File: src/rtl/cpu_pkg.sv
// Shared definitions for the multicycle core: opcodes, FSM states, instruction field positions.
package cpu_pkg;

  typedef enum logic [2:0] {
    OpNop  = 3'b000,
    OpHalt = 3'b001,
    OpAdd  = 3'b010,
    OpSub  = 3'b011,
    OpSll  = 3'b100,
    OpSrl  = 3'b101,
    OpAddi = 3'b110,
    OpSubi = 3'b111
  } opcode_e;

  typedef enum logic [2:0] {
    StFetch     = 3'd0,
    StDecode    = 3'd1,
    StExecute   = 3'd2,
    StWriteback = 3'd3,
    StHalt      = 3'd4
  } state_e;

  localparam int unsigned OpMsb  = 31;
  localparam int unsigned OpLsb  = 29;
  localparam int unsigned RdMsb  = 28;
  localparam int unsigned RdLsb  = 24;
  localparam int unsigned RsMsb  = 23;
  localparam int unsigned RsLsb  = 19;
  localparam int unsigned RtMsb  = 18;
  localparam int unsigned RtLsb  = 14;
  localparam int unsigned ImmMsb = 13;
  localparam int unsigned ImmLsb = 0;
  localparam int unsigned ImmW   = ImmMsb - ImmLsb + 1;

  typedef struct packed {
    opcode_e     op;
    logic [4:0]  rd;
    logic [4:0]  rs;
    logic [4:0]  rt;
    logic [31:0] imm;
    logic        src_imm;
  } decode_t;

  function automatic logic [31:0] sext_imm(input logic [ImmW-1:0] v);
    return {{(32 - ImmW){v[ImmW-1]}}, v};
  endfunction

  function automatic logic uses_imm(input opcode_e op);
    return (op == OpAddi) || (op == OpSubi);
  endfunction

endpackage

File: src/rtl/multicycle_control_if.sv
// Instruction-memory fetch handshake between the control FSM and memory.
interface multicycle_control_if;
  logic        imem_req;
  logic [31:0] imem_addr;
  logic        imem_ack;
  logic [31:0] imem_rdata;

  modport master (output imem_req, output imem_addr, input imem_ack, input imem_rdata);
  modport slave  (input imem_req, input imem_addr, output imem_ack, output imem_rdata);
endinterface

File: src/rtl/instr_decode.sv
// Combinational field extraction and immediate sign extension.
module instr_decode
  import cpu_pkg::*;
(
  input  logic [31:0] instr_i,
  output decode_t     dec_o
);

  always_comb begin
    dec_o         = '0;
    dec_o.op      = opcode_e'(instr_i[OpMsb:OpLsb]);
    dec_o.rd      = instr_i[RdMsb:RdLsb];
    dec_o.rs      = instr_i[RsMsb:RsLsb];
    dec_o.rt      = instr_i[RtMsb:RtLsb];
    dec_o.imm     = sext_imm(instr_i[ImmMsb:ImmLsb]);
    dec_o.src_imm = uses_imm(opcode_e'(instr_i[OpMsb:OpLsb]));
  end

endmodule

File: src/rtl/multicycle_control.sv
// Multicycle fetch/decode/execute/writeback control FSM with program counter.
// Decode outputs come straight from the instruction register, so they hold until the next fetch.
module multicycle_control
  import cpu_pkg::*;
#(
  parameter logic [31:0] RESET_PC = 32'h0000_0000
) (
  input  logic                 clk,
  input  logic                 rst_n,
  multicycle_control_if.master imem,
  output logic [2:0]           alu_op,
  output logic                 alu_src_imm,
  output logic [4:0]           rs,
  output logic [4:0]           rt,
  output logic [4:0]           rd,
  output logic [31:0]          imm,
  output logic                 reg_we,
  output logic                 halted,
  output logic [31:0]          pc
);

  state_e      state_q, state_d;
  logic [31:0] pc_q, pc_d;
  logic [31:0] ir_q, ir_d;
  logic        req_q, req_d;
  logic        we_q, we_d;
  logic        halted_q, halted_d;
  decode_t     dec;

  instr_decode u_decode (
    .instr_i (ir_q),
    .dec_o   (dec)
  );

  always_comb begin
    state_d  = state_q;
    pc_d     = pc_q;
    ir_d     = ir_q;
    req_d    = req_q;
    we_d     = 1'b0;
    halted_d = halted_q;
    unique case (state_q)
      StFetch: begin
        req_d = 1'b1;
        // req_q gates acceptance so the reset-release cycle never latches a word.
        if (req_q && imem.imem_ack) begin
          ir_d    = imem.imem_rdata;
          req_d   = 1'b0;
          state_d = StDecode;
        end
      end
      StDecode: begin
        case (dec.op)
          OpHalt: begin
            state_d  = StHalt;
            halted_d = 1'b1;
          end
          OpNop: begin
            pc_d    = pc_q + 32'd4;
            req_d   = 1'b1;
            state_d = StFetch;
          end
          default: state_d = StExecute;
        endcase
      end
      StExecute: begin
        state_d = StWriteback;
        we_d    = (dec.rd != 5'd0);
      end
      StWriteback: begin
        pc_d    = pc_q + 32'd4;
        req_d   = 1'b1;
        state_d = StFetch;
      end
      StHalt: begin
        halted_d = 1'b1;
      end
      default: begin
        state_d = StFetch;
        req_d   = 1'b0;
      end
    endcase
  end

  always_ff @(posedge clk or negedge rst_n) begin
    if (!rst_n) begin
      state_q  <= StFetch;
      pc_q     <= RESET_PC;
      ir_q     <= '0;
      req_q    <= 1'b0;
      we_q     <= 1'b0;
      halted_q <= 1'b0;
    end else begin
      state_q  <= state_d;
      pc_q     <= pc_d;
      ir_q     <= ir_d;
      req_q    <= req_d;
      we_q     <= we_d;
      halted_q <= halted_d;
    end
  end

  assign imem.imem_req  = req_q;
  assign imem.imem_addr = pc_q;
  assign pc             = pc_q;
  assign reg_we         = we_q;
  assign halted         = halted_q;
  assign alu_op         = dec.op;
  assign alu_src_imm    = dec.src_imm;
  assign rs             = dec.rs;
  assign rt             = dec.rt;
  assign rd             = dec.rd;
  assign imm            = dec.imm;

endmodule

File: src/flat_wrapper.sv
// flat-port wrapper written by rule: the top's interface ports become plain ports
module multicycle_control_flat import cpu_pkg::*;
#(
  parameter logic [31:0] RESET_PC = 32'h0000_0000
)
  (clk, rst_n, alu_op, alu_src_imm, rs, rt, rd, imm, reg_we, halted, pc, imem_imem_req, imem_imem_addr, imem_imem_ack, imem_imem_rdata);
  multicycle_control_if imem_i ();
  input  logic clk;
  input  logic rst_n;
  output logic [2:0] alu_op;
  output logic alu_src_imm;
  output logic [4:0] rs;
  output logic [4:0] rt;
  output logic [4:0] rd;
  output logic [31:0] imm;
  output logic reg_we;
  output logic halted;
  output logic [31:0] pc;
  output wire logic [$bits(imem_i.imem_req)-1:0] imem_imem_req;
  output wire logic [$bits(imem_i.imem_addr)-1:0] imem_imem_addr;
  input wire logic [$bits(imem_i.imem_ack)-1:0] imem_imem_ack;
  input wire logic [$bits(imem_i.imem_rdata)-1:0] imem_imem_rdata;
  assign imem_imem_req = imem_i.imem_req;
  assign imem_imem_addr = imem_i.imem_addr;
  assign imem_i.imem_ack = imem_imem_ack;
  assign imem_i.imem_rdata = imem_imem_rdata;
  multicycle_control #(.RESET_PC(RESET_PC)) u_core (.clk(clk), .rst_n(rst_n), .imem(imem_i), .alu_op(alu_op), .alu_src_imm(alu_src_imm), .rs(rs), .rt(rt), .rd(rd), .imm(imm), .reg_we(reg_we), .halted(halted), .pc(pc));
endmodule
File: config.mk
export PLATFORM = sky130hd
export DESIGN_NAME = multicycle_control_flat
export DESIGN_NICKNAME = d
export VERILOG_FILES = /design/src/rtl/cpu_pkg.sv /design/src/rtl/multicycle_control_if.sv /design/src/rtl/instr_decode.sv /design/src/rtl/multicycle_control.sv /design/src/flat_wrapper.sv
export SDC_FILE = /design/constraint.sdc
export NUM_CORES = 1
export LEC_CHECK = 0
export ABC_AREA = 1
export ABC_CLOCK_PERIOD_IN_PS = 1700
export CAP_MARGIN = 15
export CELL_PAD_IN_SITES_DETAIL_PLACEMENT = 0
export CELL_PAD_IN_SITES_GLOBAL_PLACEMENT = 1
export CORE_MARGIN = 2
export CORE_UTILIZATION = 29
export CTS_BUF_LIST = sky130_fd_sc_hd__clkbuf_2
export DETAILED_ROUTE_END_ITERATION = 12
export GPL_TIMING_DRIVEN = 0
export HOLD_SLACK_MARGIN = 0.12
export PLACE_DENSITY_LB_ADDON = 0.1
export RECOVER_POWER = 50
export SYNTH_ARGS = -nofsm -noshare
export SYNTH_HDL_FRONTEND = slang
export SYNTH_SLANG_ARGS = --single-unit
File: constraint.sdc
create_clock -name clk -period 1.7 [get_ports clk]
set_clock_uncertainty 0.2 [all_clocks]
set_input_delay 0.34 -clock clk [delete_from_list [all_inputs] [get_ports clk]]
set_output_delay 0.34 -clock clk [all_outputs]
set_load 0.01 [all_outputs]
==> insert_results.sql, run 1 <==
INSERT INTO impl_metrics (metric_group, metric, value, unit) VALUES
('worst_setup_path', 'worstPathArrival', '1.40', 'ns'),
('cells_and_area', 'post_route_cells_drive_above_1_share', '56.6', '%'),
('clock_network', 'cts.reportedPaths.clkPinSlew', '0.22', 'ns'),
('clock_network', 'htree_levels', '3', ''),
('min_path', 'hold_path_startpoint', 'imem_imem_rdata[19]', ''),
('routing', 'wirelength', '10300', 'um'),
('worst_setup_path', 'worst_path_most_repeated_cell', 'sky130_fd_sc_hd__buf_6', ''),
('worst_setup_path', 'r2r_setup_slack', '-0.21', 'ns'),
('cells_and_area', 'final_nets', '671', ''),
('min_path', 'hold_critical_path_endpoint', 'u_core.ir_q[19]', ''),
('timing', 'maxSlewHeadroom', '46.1', '%'),
('pwr', 'report.power.total', '8.10', 'mW'),
('clock_network', 'insertion_delay_of_the_later_clocked_pin_in_the_worst_skew_pair', '0.54', 'ns'),
('logic_synthesis', 'synth-warning-count', '0', ''),
('routing', 'detail_route.first_pass.iterations', '4', ''),
('placed_design', 'portBuffers', '148', ''),
('cells_and_area', 'layout.cell_area.non_filler', '0.00661', 'mm^2'),
('clock_network', 'tritoncts', 'built', ''),
('floorplanning', 'std_cell_rows', '41', ''),
('worst_setup_path', 'setup.worst_path.start_class', 'flop', ''),
('cells_and_area', 'antennaDiodeCount', '0', ''),
('routing', 'post_drt_wl_per_cell', '12.7', 'um'),
('logic_synthesis', 'synth_area', '0.00368', 'mm^2'),
('min_path', 'hold_depth', '2', ''),
('pwr', 'power.switching', '2.77', 'mW'),
('cells_and_area', 'most-common-layout-cells', 'sky130_fd_sc_hd__buf_6 (153), sky130_fd_sc_hd__nand2_1 (73), sky130_fd_sc_hd__buf_4 (50)', ''),
('pwr', 'power.share.switching', '34.2', '%'),
('worst_setup_path', 'reg2regPathDepth', '11', ''),
('global_route', 'grt_usage', '15.7', '%'),
('pwr', 'power.ir.vdd_worst', '0.827', 'mV'),
('worst_setup_path', 'cp_cell_sequence', 'buf_6, buf_6, buf_6', ''),
('pwr', 'power_density', '1230', 'mW/mm^2'),
('floorplanning', 'ioPinCount', '153', ''),
('timing', 'max_clock_freq', '0.515', 'GHz'),
('clock_network', 'cts.path.max_buffers', '2', ''),
('logic_synthesis', 'synthAdderAreaFrac', '0.340', '%'),
('logic_synthesis', 'post_synth_and_or_nand_nor_area_fraction', '22.9', '%'),
('timing', 'setup_repair_after_global_routing_missed_its_margin', 'yes', ''),
('flow_run', 'max_cap_viol_count', '0', ''),
('timing', 'final-max-slew-violation-count', '0', ''),
('logic_synthesis', 'synth_top_family_by_area', 'simple AND/OR/NAND/NOR gates', ''),
('timing', 'postLayoutSetupSlackWorst', '-0.243', 'ns'),
('logic_synthesis', 'synth_edf_count', '0', ''),
('cells_and_area', 'layout.cells.most_common', 'sky130_fd_sc_hd__buf_6', ''),
('logic_synthesis', 'synth_instances', '395', ''),
('logic_synthesis', 'synth_sequential_area_ratio', '46.2', '%'),
('logic_synthesis', 'ys_types', '34', ''),
('logic_synthesis', 'yosys_register_bits', '68', ''),
('clock_network', 'cts_root_buf', 'sky130_fd_sc_hd__clkbuf_2', ''),
('worst_setup_path', 'r2r-start', 'u_core.ir_q[31]', ''),
('global_route', 'vias_in_the_first_global_route', '3316', ''),
('placed_design', 'numPlacedInstances', '719', ''),
('timing', 'setup_violations', '157', ''),
('floorplanning', 'initial_core_util', '29.4', '%'),
('routing', 'drc', '0', ''),
('placed_design', 'placed_instance_area', '0.00541', 'mm^2'),
('routing', 'via_per_inst', '4.21', ''),
('floorplanning', 'floorplan.die_area', '0.0136', 'mm^2'),
('clock_network', 'number_of_buffers_created_by_cts', '9', ''),
('global_route', 'number_of_antenna_violations_at_the_first_check_in_global_routing', '0', ''),
('run_status', 'violations', 'negative setup slack', ''),
('logic_synthesis', 'synthMuxAreaShare', '9.48', '%'),
('logic_synthesis', 'synthArstFlopShare', '100', '%'),
('timing', 'min_period', '1.94', 'ns'),
('logic_synthesis', 'synth_area_per_cell', '9.32', 'um^2'),
('run_status', 'outcome', 'complete, but fails checks', ''),
('logic_synthesis', 'synth-compound-area-share', '1.29', '%'),
('pwr', 'sequentialPowerShare', '30.1', '%'),
('timing', 'worst_pin_slew', '0.808', 'ns'),
('pwr', 'leakage', '3.24', 'nW'),
('routing', 'vias', '3422', '');
metal layers:
layer | share of wire, % | track usage [%] | wire length, um | up-vias
li1 | - | - | - | 1687
met1 | 43 | 20.4 | 4480 | 1618
met2 | 49 | 25.0 | 5060 | 101
met3 | 6.0 | 3.94 | 620 | 16
met4 | 1.7 | 6.27 | 172 | 0
met5 | 0 | 0 | 0 | -
power groups by stage:
stage          clock network [mW]  logic [mW]  registers, mW
4_1_cts                      1.19        4.29           2.42
2_1_floorplan                   0        1.44           2.74
3_3_place_gp                    0        3.43           2.54
5_1_grt                      1.28        4.87           2.51
6_report                     1.15        4.51           2.44
3_5_place_dp                    0        3.45           2.56
cells by family after synthesis:
| kind of cell | after synthesis |
|---|---|
| AO/OA/AOI/OAI | 8 |
| XOR/XNOR | 15 |
| adder cells (fa/ha/maj) | 1 |
| buffers and inverters | 98 |
| flip-flops | 68 |
| multiplexers | 31 |
| other | 1 |
| AND/OR/NAND/NOR | 173 |
state kept, by name, summed over array words and instances (netlist names):
signal / cells
u_core.halted: 1
u_core.imem.imem_req: 1
u_core.ir_q: 32
u_core.reg_we: 1
u_core.state_q: 3
u_core.imem.imem_addr: 30
through the flow:
step,util (%),TNS [ns]
final,52.8,-17.32
after floorplan,-,0
after global routing,52.8,-35.76
after CTS,50.8,-12.77
after detailed placement,43.2,-13.41
after global placement,43.1,-180.83
repair_timing:
action,4_1_cts,5_1_grt
setup endpoints to repair,141,173
buffers inserted,63,10
hold buffers,3,2
pin swaps,18,23
gates cloned,3,0
hold endpoints to repair,69,2
gates resized for setup,647,54
cell usage after synthesis, types with 2 or more instances:
cell type / n / share of area [%]
sky130_fd_sc_hd__nand4_1: 9 / 1.5
sky130_fd_sc_hd__xor2_1: 6 / 1.4
sky130_fd_sc_hd__nand4_2: 2 / 0.68
sky130_fd_sc_hd__o21ai_0: 4 / 0.54
sky130_fd_sc_hd__nand2_1: 83 / 8.5
sky130_fd_sc_hd__buf_2: 3 / 0.41
sky130_fd_sc_hd__mux2_2: 22 / 6.7
sky130_fd_sc_hd__nand3_1: 24 / 3.3
sky130_fd_sc_hd__inv_1: 39 / 4.0
sky130_fd_sc_hd__dfrtp_1: 68 / 46
sky130_fd_sc_hd__nor2_1: 27 / 2.8
sky130_fd_sc_hd__nand2_4: 2 / 0.61
sky130_fd_sc_hd__xnor2_1: 8 / 1.9
sky130_fd_sc_hd__nor3_1: 6 / 0.82
sky130_fd_sc_hd__nor2_4: 7 / 2.1
sky130_fd_sc_hd__nor2_2: 4 / 0.68
sky130_fd_sc_hd__mux2_1: 9 / 2.8
sky130_fd_sc_hd__buf_4: 52 / 11
sky130_fd_sc_hd__nand3_2: 3 / 0.82
sky130_fd_sc_hd__nand2_2: 3 / 0.51
worst max-delay path, delay by kind of cell (launching register included):
family                 cells  cell delay [ns]
buffers and inverters      3             0.37
DFF                        1             0.49
worst max path at each step:
| stage | start | endpoint | slack [ns] |
|---|---|---|---|
| floorplan | u_core.imem.imem_addr[2] | u_core.imem.imem_addr[16] | 0.004 |
| global placement | rst_n | u_core.imem.imem_addr[26] | -2.48 |
| detailed placement | imem_imem_ack | u_core.ir_q[15] | -0.31 |
| CTS | u_core.ir_q[13] | imm[26] | -0.28 |
| global route | u_core.ir_q[13] | imm[22] | -0.35 |
| finish | u_core.ir_q[13] | imm[22] | -0.24 |
area by class of cell:
class                   instances  area [um^2]
repair buffers                227         2120
flip-flops and latches         68         1730
clock inverters                 6         88.8
clock buffers                  10         50.0
plain buffers                  56          611
multi-input cells             232         1630
inverters                      41          166
fillers                      1214         5910
well taps                     172          215
Note: power is estimated with default switching activity, not from simulation.
==> inputs of run 2 (changes only) <==
==> constraint.sdc (replaced) <==
create_clock -name clk -period 1.7 [get_ports clk]
set_clock_uncertainty 0.2 [all_clocks]
set_input_delay 0.17 -clock clk [delete_from_list [all_inputs] [get_ports clk]]
set_output_delay 0.17 -clock clk [all_outputs]
set_load 0.01 [all_outputs]
==> run 2 against run 1 <==
The flow still finishes with violations (negative setup slack). Core utilization increased by 5.4 points. Sequential power is essentially flat. Maximum frequency increased by 5.3%. Clock power about the same. Routed wire length up 9.7%. Combinational power increased by 5.5%. Via count up 6.6%. Flip-flop and latch count did not move. First-iteration DRC count is 16% lower. Hold slack improved by 0.15 ns. Critical path type is now flop to flop. Critical endpoint is now u_core.imem.imem_addr[15]. Largest cell class unchanged. Highest routed layer unchanged.
==> insert_results.sql, run 2 (same netlist as run 1, synthesis figures left out) <==
INSERT INTO impl_metrics (metric_group, metric, value, unit) VALUES
('run_status', 'outcome', 'complete, but fails checks', ''),
('run_status', 'violations', 'negative setup slack', ''),
('worst_setup_path', 'critical_path.n_buffers_inverters', '3', ''),
('floorplanning', 'die_x', '117', 'um'),
('routing', 'detailedRoute.firstIterationViolations', '64', ''),
('clock_network', 'tritoncts', 'built', ''),
('timing', 'maxSlewHeadroom', '45.0', '%'),
('floorplanning', 'ioPinCount', '153', ''),
('floorplanning', 'die_y', '117', 'um'),
('timing', 'setup_violations', '73', ''),
('timing', 'setup_repair_after_global_routing_missed_its_margin', 'yes', ''),
('worst_setup_path', 'worstPathRequired', '1.95', 'ns'),
('flow_run', 'max_cap_viol_count', '0', ''),
('placed_design', 'portBuffers', '148', ''),
('worst_setup_path', 'timing_worst_setup_path_type', 'flop to flop', ''),
('global_route', 'first_pass_grt_wire_length', '18200', 'um'),
('timing', 'setup_total_negative_slack', '-5.85', 'ns'),
('worst_setup_path', 'critical-path-slowest-cell', 'sky130_fd_sc_hd__dfrtp_2', ''),
('floorplanning', 'floorplan.die_area', '0.0136', 'mm^2'),
('worst_setup_path', 'setup.worst_path.start_class', 'flop', ''),
('placed_design', 'pre_cts_slack', '-0.237', 'ns'),
('timing', 'worst_pin_slew', '0.825', 'ns'),
('global_route', 'grt-ovfl-total', '0', ''),
('timing', 'finalHoldWorstSlack', '0.318', 'ns'),
('cells_and_area', 'registers.top_by_ff_count', 'u_core.ir_q', ''),
('floorplanning', 'std_cell_rows', '41', ''),
('pwr', 'report.power.total', '8.34', 'mW'),
('placed_design', 'final_replace_weighted_congestion', '0.740', ''),
('placed_design', 'numPlacedInstances', '719', ''),
('clock_network', 'cts_root_buf', 'sky130_fd_sc_hd__clkbuf_2', ''),
('timing', 'final_min_period_over_clock_period', '109', '%'),
('clock_network', 'cts.reportedPaths.clkPinSlew', '0.21', 'ns'),
('routing', 'drc', '0', ''),
('cells_and_area', 'layout.cell_area.non_filler', '0.00728', 'mm^2'),
('pwr', 'power.ir.vdd_worst', '0.828', 'mV'),
('clock_network', 'number_of_buffers_created_by_cts', '9', ''),
('cells_and_area', 'layout.cells.most_common', 'sky130_fd_sc_hd__buf_6', ''),
('routing', 'post_drt_wl_per_cell', '13.0', 'um'),
('timing', 'final-max-slew-violation-count', '0', ''),
('routing', 'detail-route-antenna-nets', '0', ''),
('global_route', 'grt_start_max_net_pins', '41', ''),
('pwr', 'power_density', '1140', 'mW/mm^2'),
('floorplanning', 'initial_core_util', '29.4', '%'),
('worst_setup_path', 'worst_path_most_repeated_cell', 'sky130_fd_sc_hd__buf_4', ''),
('clock_network', 'cts.path.max_buffers', '2', ''),
('min_path', 'hold_path.class', 'flop to flop', ''),
('cells_and_area', 'most-common-layout-cells', 'sky130_fd_sc_hd__buf_6 (135), sky130_fd_sc_hd__buf_4 (75), sky130_fd_sc_hd__nand2_1 (74)', ''),
('placed_design', 'placed_instance_area', '0.00541', 'mm^2'),
('worst_setup_path', 'worst_path_largest_cell_delay', '0.44', 'ns'),
('clock_network', 'htree_levels', '3', ''),
('global_route', 'vias_in_the_first_global_route', '3713', ''),
('pwr', 'leakage', '3.51', 'nW'),
('placed_design', 'dp.final_hpwl', '6860', 'um'),
('cells_and_area', 'area.growth.synth_to_final', '97.8', '%'),
('worst_setup_path', 'worst_setup_path_end_kind', 'flop', ''),
('timing', 'timing.final.hold_violations', '0', ''),
('routing', 'vias', '3647', ''),
('clock_network', 'clock_sinks', '68', ''),
('worst_setup_path', 'critical-path-top-delay-family', 'simple AND/OR/NAND/NOR gates', ''),
('cells_and_area', 'layout.cells.non_filler', '870', ''),
('routing', 'wirelength', '11300', 'um'),
('global_route', 'grt_usage', '17.3', '%'),
('cells_and_area', 'filler_cell_count', '1148', ''),
('timing', 'postLayoutSetupSlackWorst', '-0.146', 'ns'),
('worst_setup_path', 'cp_cell_sequence', 'buf_4, buf_4, nand3_4, nor2_4, nand2_2, nor2_4, buf_4, nand2_1, xnor2_1', ''),
('routing', 'detail_route.first_pass.iterations', '4', ''),
('floorplanning', 'floorplan.core_area', '0.0125', 'mm^2'),
('worst_setup_path', 'worstPathArrival', '2.10', 'ns'),
('cells_and_area', 'final_nets', '729', ''),
('cells_and_area', 'largest_register_ffs', '32', ''),
('clock_network', 'insertion_delay_of_the_later_clocked_pin_in_the_worst_skew_pair', '0.55', 'ns'),
('routing', 'via_per_inst', '4.19', ''),
('timing', 'max_clock_freq', '0.542', 'GHz'),
('cells_and_area', 'antennaDiodeCount', '0', ''),
('timing', 'min_period', '1.85', 'ns'),
('cells_and_area', 'post_route_cells_drive_above_1_share', '49.6', '%'),
('worst_setup_path', 'timing.critical_path.fanout_max', '6', ''),
('cells_and_area', 'finalCoreUtilization', '58.2', '%'),
('global_route', 'number_of_antenna_violations_at_the_first_check_in_global_routing', '0', '');
## run 2: worst paths after layout
| check | from | cells after the start | endpoint | slack [ns] |
|---|---|---|---|---|
| setup / recovery | u_core.imem.imem_addr[2] | 9 | u_core.imem.imem_addr[15] | -0.15 |
| hold / removal | u_core.halted | 1 | u_core.halted | 0.32 |
| setup reg to reg | u_core.imem.imem_addr[2] | 9 | u_core.imem.imem_addr[15] | -0.15 |
| hold reg to reg | u_core.halted | 1 | u_core.halted | 0.32 |
| max in group asynchronous | rst_n | 4 | u_core.imem.imem_addr[20] | 0.02 |
| min in group asynchronous | rst_n | 3 | u_core.ir_q[3] | 0.56 |
## run 2: what timing repair did
item / 4_1_cts / 5_1_grt
hold endpoints to repair: 101 / 0
hold buffers: 35 / 0
cloned: 1 / 2
resized for setup: 461 / 134
pin swaps: 23 / 20
endpoints found under the setup margin: 141 / 163
setup buffers: 109 / 20
## run 2: final cells by class
cell class | instances | area (um^2) | area share [%]
sequential | 68 | 1720 | 23.7
buffer | 46 | 504 | 6.92
multi-input combinational | 232 | 1650 | 22.7
tap | 172 | 215 | 2.95
inverter | 41 | 166 | 2.28
timing repair buffer | 295 | 2880 | 39.6
clock inverter | 6 | 88.8 | 1.22
clock buffer | 10 | 50.0 | 0.687
## run 2: per-layer routing
metal	GRT usage [%]	up-vias	wire length, um
li1	-	1798	-
met1	21.6	1734	4820
met2	29.0	97	5660
met3	4.83	18	666
met4	5.65	0	191
met5	0	-	0
## run 2: worst reg2reg max path: stages, from the launching register on
cell                      delay [ns]
sky130_fd_sc_hd__dfrtp_2        0.44
sky130_fd_sc_hd__buf_4          0.13
sky130_fd_sc_hd__buf_4          0.11
sky130_fd_sc_hd__nand3_4        0.10
sky130_fd_sc_hd__nor2_4         0.14
sky130_fd_sc_hd__nand2_2        0.09
sky130_fd_sc_hd__nor2_4         0.22
sky130_fd_sc_hd__buf_4          0.15
sky130_fd_sc_hd__nand2_1        0.06
sky130_fd_sc_hd__xnor2_1        0.13
## run 2: where the power goes
| part | internal (mW) | switching, mW | total (mW) |
|---|---|---|---|
| combinational | 2.91 | 1.85 | 4.76 |
| clock | 0.491 | 0.663 | 1.15 |
| sequential | 2.12 | 0.302 | 2.43 |
| total | 5.52 | 2.81 | 8.34 |
==> inputs of run 3 (changes only) <==
--- a/config.mk
+++ b/config.mk
@@ -16,7 +16,8 @@
 export DETAILED_ROUTE_END_ITERATION = 12
 export GPL_TIMING_DRIVEN = 0
 export HOLD_SLACK_MARGIN = 0.12
-export PLACE_DENSITY_LB_ADDON = 0.1
+export MAX_ROUTING_LAYER = met4
+export PLACE_DENSITY = 0.9
 export RECOVER_POWER = 50
 export SYNTH_ARGS = -nofsm -noshare
 export SYNTH_HDL_FRONTEND = slang
==> run 3 against run 2 <==
Critical path type unchanged. The run still ends with negative setup slack left. Sequential power about the same. Final cell count down 1.4%. Routed wire length up 6.7%.
==> insert_results.sql, run 3 (same netlist as run 1, synthesis figures left out) <==
INSERT INTO impl_metrics (metric_group, metric, value, unit) VALUES
('placed_design', 'numPlacedInstances', '718', ''),
('worst_setup_path', 'critical_path.n_buffers_inverters', '4', ''),
('cells_and_area', 'layout.cells.non_filler', '858', ''),
('run_status', 'violations', 'negative setup slack', ''),
('clock_network', 'cts.reportedPaths.clkPinSlew', '0.21', 'ns'),
('worst_setup_path', 'worstPathArrival', '2.08', 'ns'),
('cells_and_area', 'layout.cells.most_common', 'sky130_fd_sc_hd__buf_6', ''),
('worst_setup_path', 'worst_path_largest_cell_delay', '0.41', 'ns'),
('run_status', 'outcome', 'complete, but fails checks', ''),
('routing', 'vias', '3708', ''),
('cells_and_area', 'registers.top_by_ff_count', 'u_core.ir_q', ''),
('cells_and_area', 'area.growth.synth_to_final', '92.7', '%'),
('cells_and_area', 'final_nets', '716', ''),
('worst_setup_path', 'setup.worst_path.start_class', 'flop', ''),
('global_route', 'grt_usage', '18.1', '%'),
('timing', 'final_min_period_over_clock_period', '107', '%'),
('clock_network', 'cts_root_buf', 'sky130_fd_sc_hd__clkbuf_2', ''),
('timing', 'setup_total_negative_slack', '-1.83', 'ns'),
('placed_design', 'pre_cts_slack', '-0.167', 'ns'),
('routing', 'detail_route.first_pass.iterations', '4', ''),
('global_route', 'vias_in_the_first_global_route', '3783', ''),
('global_route', 'first_pass_grt_wire_length', '18400', 'um'),
('worst_setup_path', 'startpoint', 'u_core.imem.imem_addr[9]', ''),
('routing', 'met3_wirelength', '482', 'um'),
('routing', 'detailedRoute.firstIterationViolations', '141', ''),
('cells_and_area', 'most-common-layout-cells', 'sky130_fd_sc_hd__buf_6 (107), sky130_fd_sc_hd__buf_4 (84), sky130_fd_sc_hd__nand2_1 (70)', ''),
('floorplanning', 'die_y', '117', 'um'),
('global_route', 'number_of_antenna_violations_at_the_first_check_in_global_routing', '0', ''),
('worst_setup_path', 'worst_setup_path_end_kind', 'flop', ''),
('worst_setup_path', 'timing_worst_setup_path_type', 'flop to flop', ''),
('min_path', 'hold_path.class', 'flop to flop', ''),
('timing', 'final-max-slew-violation-count', '0', ''),
('placed_design', 'portBuffers', '148', ''),
('routing', 'drc', '0', ''),
('placed_design', 'final_replace_weighted_congestion', '0.839', ''),
('clock_network', 'number_of_buffers_created_by_cts', '9', ''),
('pwr', 'power_density', '1160', 'mW/mm^2'),
('timing', 'max_clock_freq', '0.552', 'GHz'),
('timing', 'min_period', '1.81', 'ns'),
('placed_design', 'dp.final_hpwl', '7090', 'um'),
('clock_network', 'htree_levels', '3', ''),
('timing', 'setup_violations', '40', ''),
('floorplanning', 'floorplan.die_area', '0.0136', 'mm^2'),
('floorplanning', 'die_x', '117', 'um'),
('routing', 'detail-route-antenna-nets', '0', ''),
('timing', 'worst_pin_slew', '0.922', 'ns'),
('clock_network', 'cts.path.max_buffers', '2', ''),
('timing', 'postLayoutSetupSlackWorst', '-0.111', 'ns'),
('clock_network', 'clock_sinks', '68', ''),
('floorplanning', 'initial_core_util', '29.4', '%'),
('flow_run', 'max_cap_viol_count', '0', ''),
('floorplanning', 'std_cell_rows', '41', ''),
('routing', 'routedLengthMet1', '4750', 'um'),
('routing', 'post_drt_wl_per_cell', '14.1', 'um'),
('timing', 'maxSlewHeadroom', '38.5', '%'),
('routing', 'wirelength', '12100', 'um'),
('floorplanning', 'ioPinCount', '153', ''),
('global_route', 'grt-ovfl-total', '0', ''),
('timing', 'setup_repair_after_global_routing_missed_its_margin', 'yes', ''),
('timing', 'timing.final.hold_violations', '0', ''),
('routing', 'top_layer', 'met4', ''),
('worst_setup_path', 'critical-path-slowest-cell', 'sky130_fd_sc_hd__dfrtp_2', ''),
('worst_setup_path', 'worstPathRequired', '1.97', 'ns'),
('pwr', 'leakage', '3.45', 'nW'),
('worst_setup_path', 'r2r-start', 'u_core.imem.imem_addr[9]', ''),
('routing', 'met2_length', '6590', 'um'),
('cells_and_area', 'post_route_cells_drive_above_1_share', '51.7', '%'),
('cells_and_area', 'filler_cell_count', '1083', ''),
('worst_setup_path', 'worst_path_most_repeated_cell', 'sky130_fd_sc_hd__nand2_1', ''),
('worst_setup_path', 'cp_cell_sequence', 'buf_4, buf_4, nand2_1, nor2_2, nand2_2, nor2_4, buf_6, buf_8, nand3_2, nand2_1, nand2_1', ''),
('clock_network', 'tritoncts', 'built', ''),
('cells_and_area', 'finalCoreUtilization', '56.7', '%'),
('clock_network', 'insertion_delay_of_the_later_clocked_pin_in_the_worst_skew_pair', '0.56', 'ns'),
('global_route', 'grt_start_max_net_pins', '69', ''),
('routing', 'via_per_inst', '4.32', ''),
('worst_setup_path', 'timing.critical_path.fanout_max', '5', ''),
('pwr', 'power.ir.vdd_worst', '0.646', 'mV'),
('cells_and_area', 'largest_register_ffs', '32', ''),
('min_path', 'hold_path_startpoint', 'u_core.halted', ''),
('worst_setup_path', 'critical-path-top-delay-family', 'simple AND/OR/NAND/NOR gates', ''),
('floorplanning', 'floorplan.core_area', '0.0125', 'mm^2');
run 3: cell count changes in the layout (fill, tap and decap cells not counted), sizes merged:
| cell | previous run | this run |
|---|---|---|
| diode | 0 | 1 |
| inv | 39 | 41 |
| clkdlybuf4s15 | 40 | 33 |
| clkinv | 4 | 5 |
| clkbuf | 24 | 22 |
| buf | 215 | 205 |
| dlygate4sd2 | 4 | 9 |
| clkinvlp | 2 | 0 |
run 3: through the flow:
stage	total power [mW]	hold slack, ns	instance area (um^2)
floorplan	4.18	-0.326	3690
global placement	5.96	0.261	5390
detailed placement	6.08	0.161	5390
CTS	7.90	0.167	6730
global route	8.71	0.336	7090
finish	8.25	0.313	7100
run 3: power breakdown:
group | switching (mW) | leakage [nW] | internal, mW | total, mW
clock network | 0.680 | 0.0865 | 0.497 | 1.18
logic | 1.91 | 2.53 | 2.73 | 4.64
registers | 0.303 | 0.835 | 2.13 | 2.43
run 3: what timing repair did:
item | CTS | global route
resized for setup | 437 | 135
cloned | 3 | 0
setup endpoints to repair | 140 | 184
endpoints found under the hold margin | 101 | 0
setup buffers | 76 | 20
pin swaps | 15 | 30
hold buffers | 35 | 0
run 3: worst reg2reg max path, cell delays in order (launching register included):
cell,delay [ns]
sky130_fd_sc_hd__dfrtp_2,0.41
sky130_fd_sc_hd__buf_4,0.12
sky130_fd_sc_hd__buf_4,0.14
sky130_fd_sc_hd__nand2_1,0.10
sky130_fd_sc_hd__nor2_2,0.14
sky130_fd_sc_hd__nand2_2,0.08
sky130_fd_sc_hd__nor2_4,0.14
sky130_fd_sc_hd__buf_6,0.13
sky130_fd_sc_hd__buf_8,0.12
sky130_fd_sc_hd__nand3_2,0.06
sky130_fd_sc_hd__nand2_1,0.06
sky130_fd_sc_hd__nand2_1,0.05
run 3: cell type report:
| type | count | area (um^2) | share of cell area, % |
|---|---|---|---|
| Clock buffer | 9 | 45.0 | 0.635 |
| Inverter | 41 | 166 | 2.35 |
| Timing Repair Buffer | 276 | 2590 | 36.5 |
| Antenna cell | 1 | 2.50 | 0.0353 |
| Multi-Input combinational cell | 232 | 1710 | 24.0 |
| Clock inverter | 7 | 100 | 1.41 |
| Tap cell | 172 | 215 | 3.03 |
| Sequential cell | 68 | 1730 | 24.3 |
| Buffer | 52 | 542 | 7.64 |
run 3: routing by layer:
metal	vias up	track usage, %
met3	21	2.80
met2	100	31.6
met4	0	7.69
met5	-	-
met1	1805	20.5
li1	1782	-
run 3: worst paths after layout:
path	endpoint	slack (ns)	cells after the start
setup / recovery	u_core.imem.imem_addr[31]	-0.11	11
hold / removal	u_core.halted	0.31	1
setup reg to reg	u_core.imem.imem_addr[31]	-0.11	11
hold reg to reg	u_core.halted	0.31	1
max in group asynchronous	u_core.imem.imem_addr[9]	0.03	3
min in group asynchronous	u_core.imem.imem_addr[30]	0.55	3
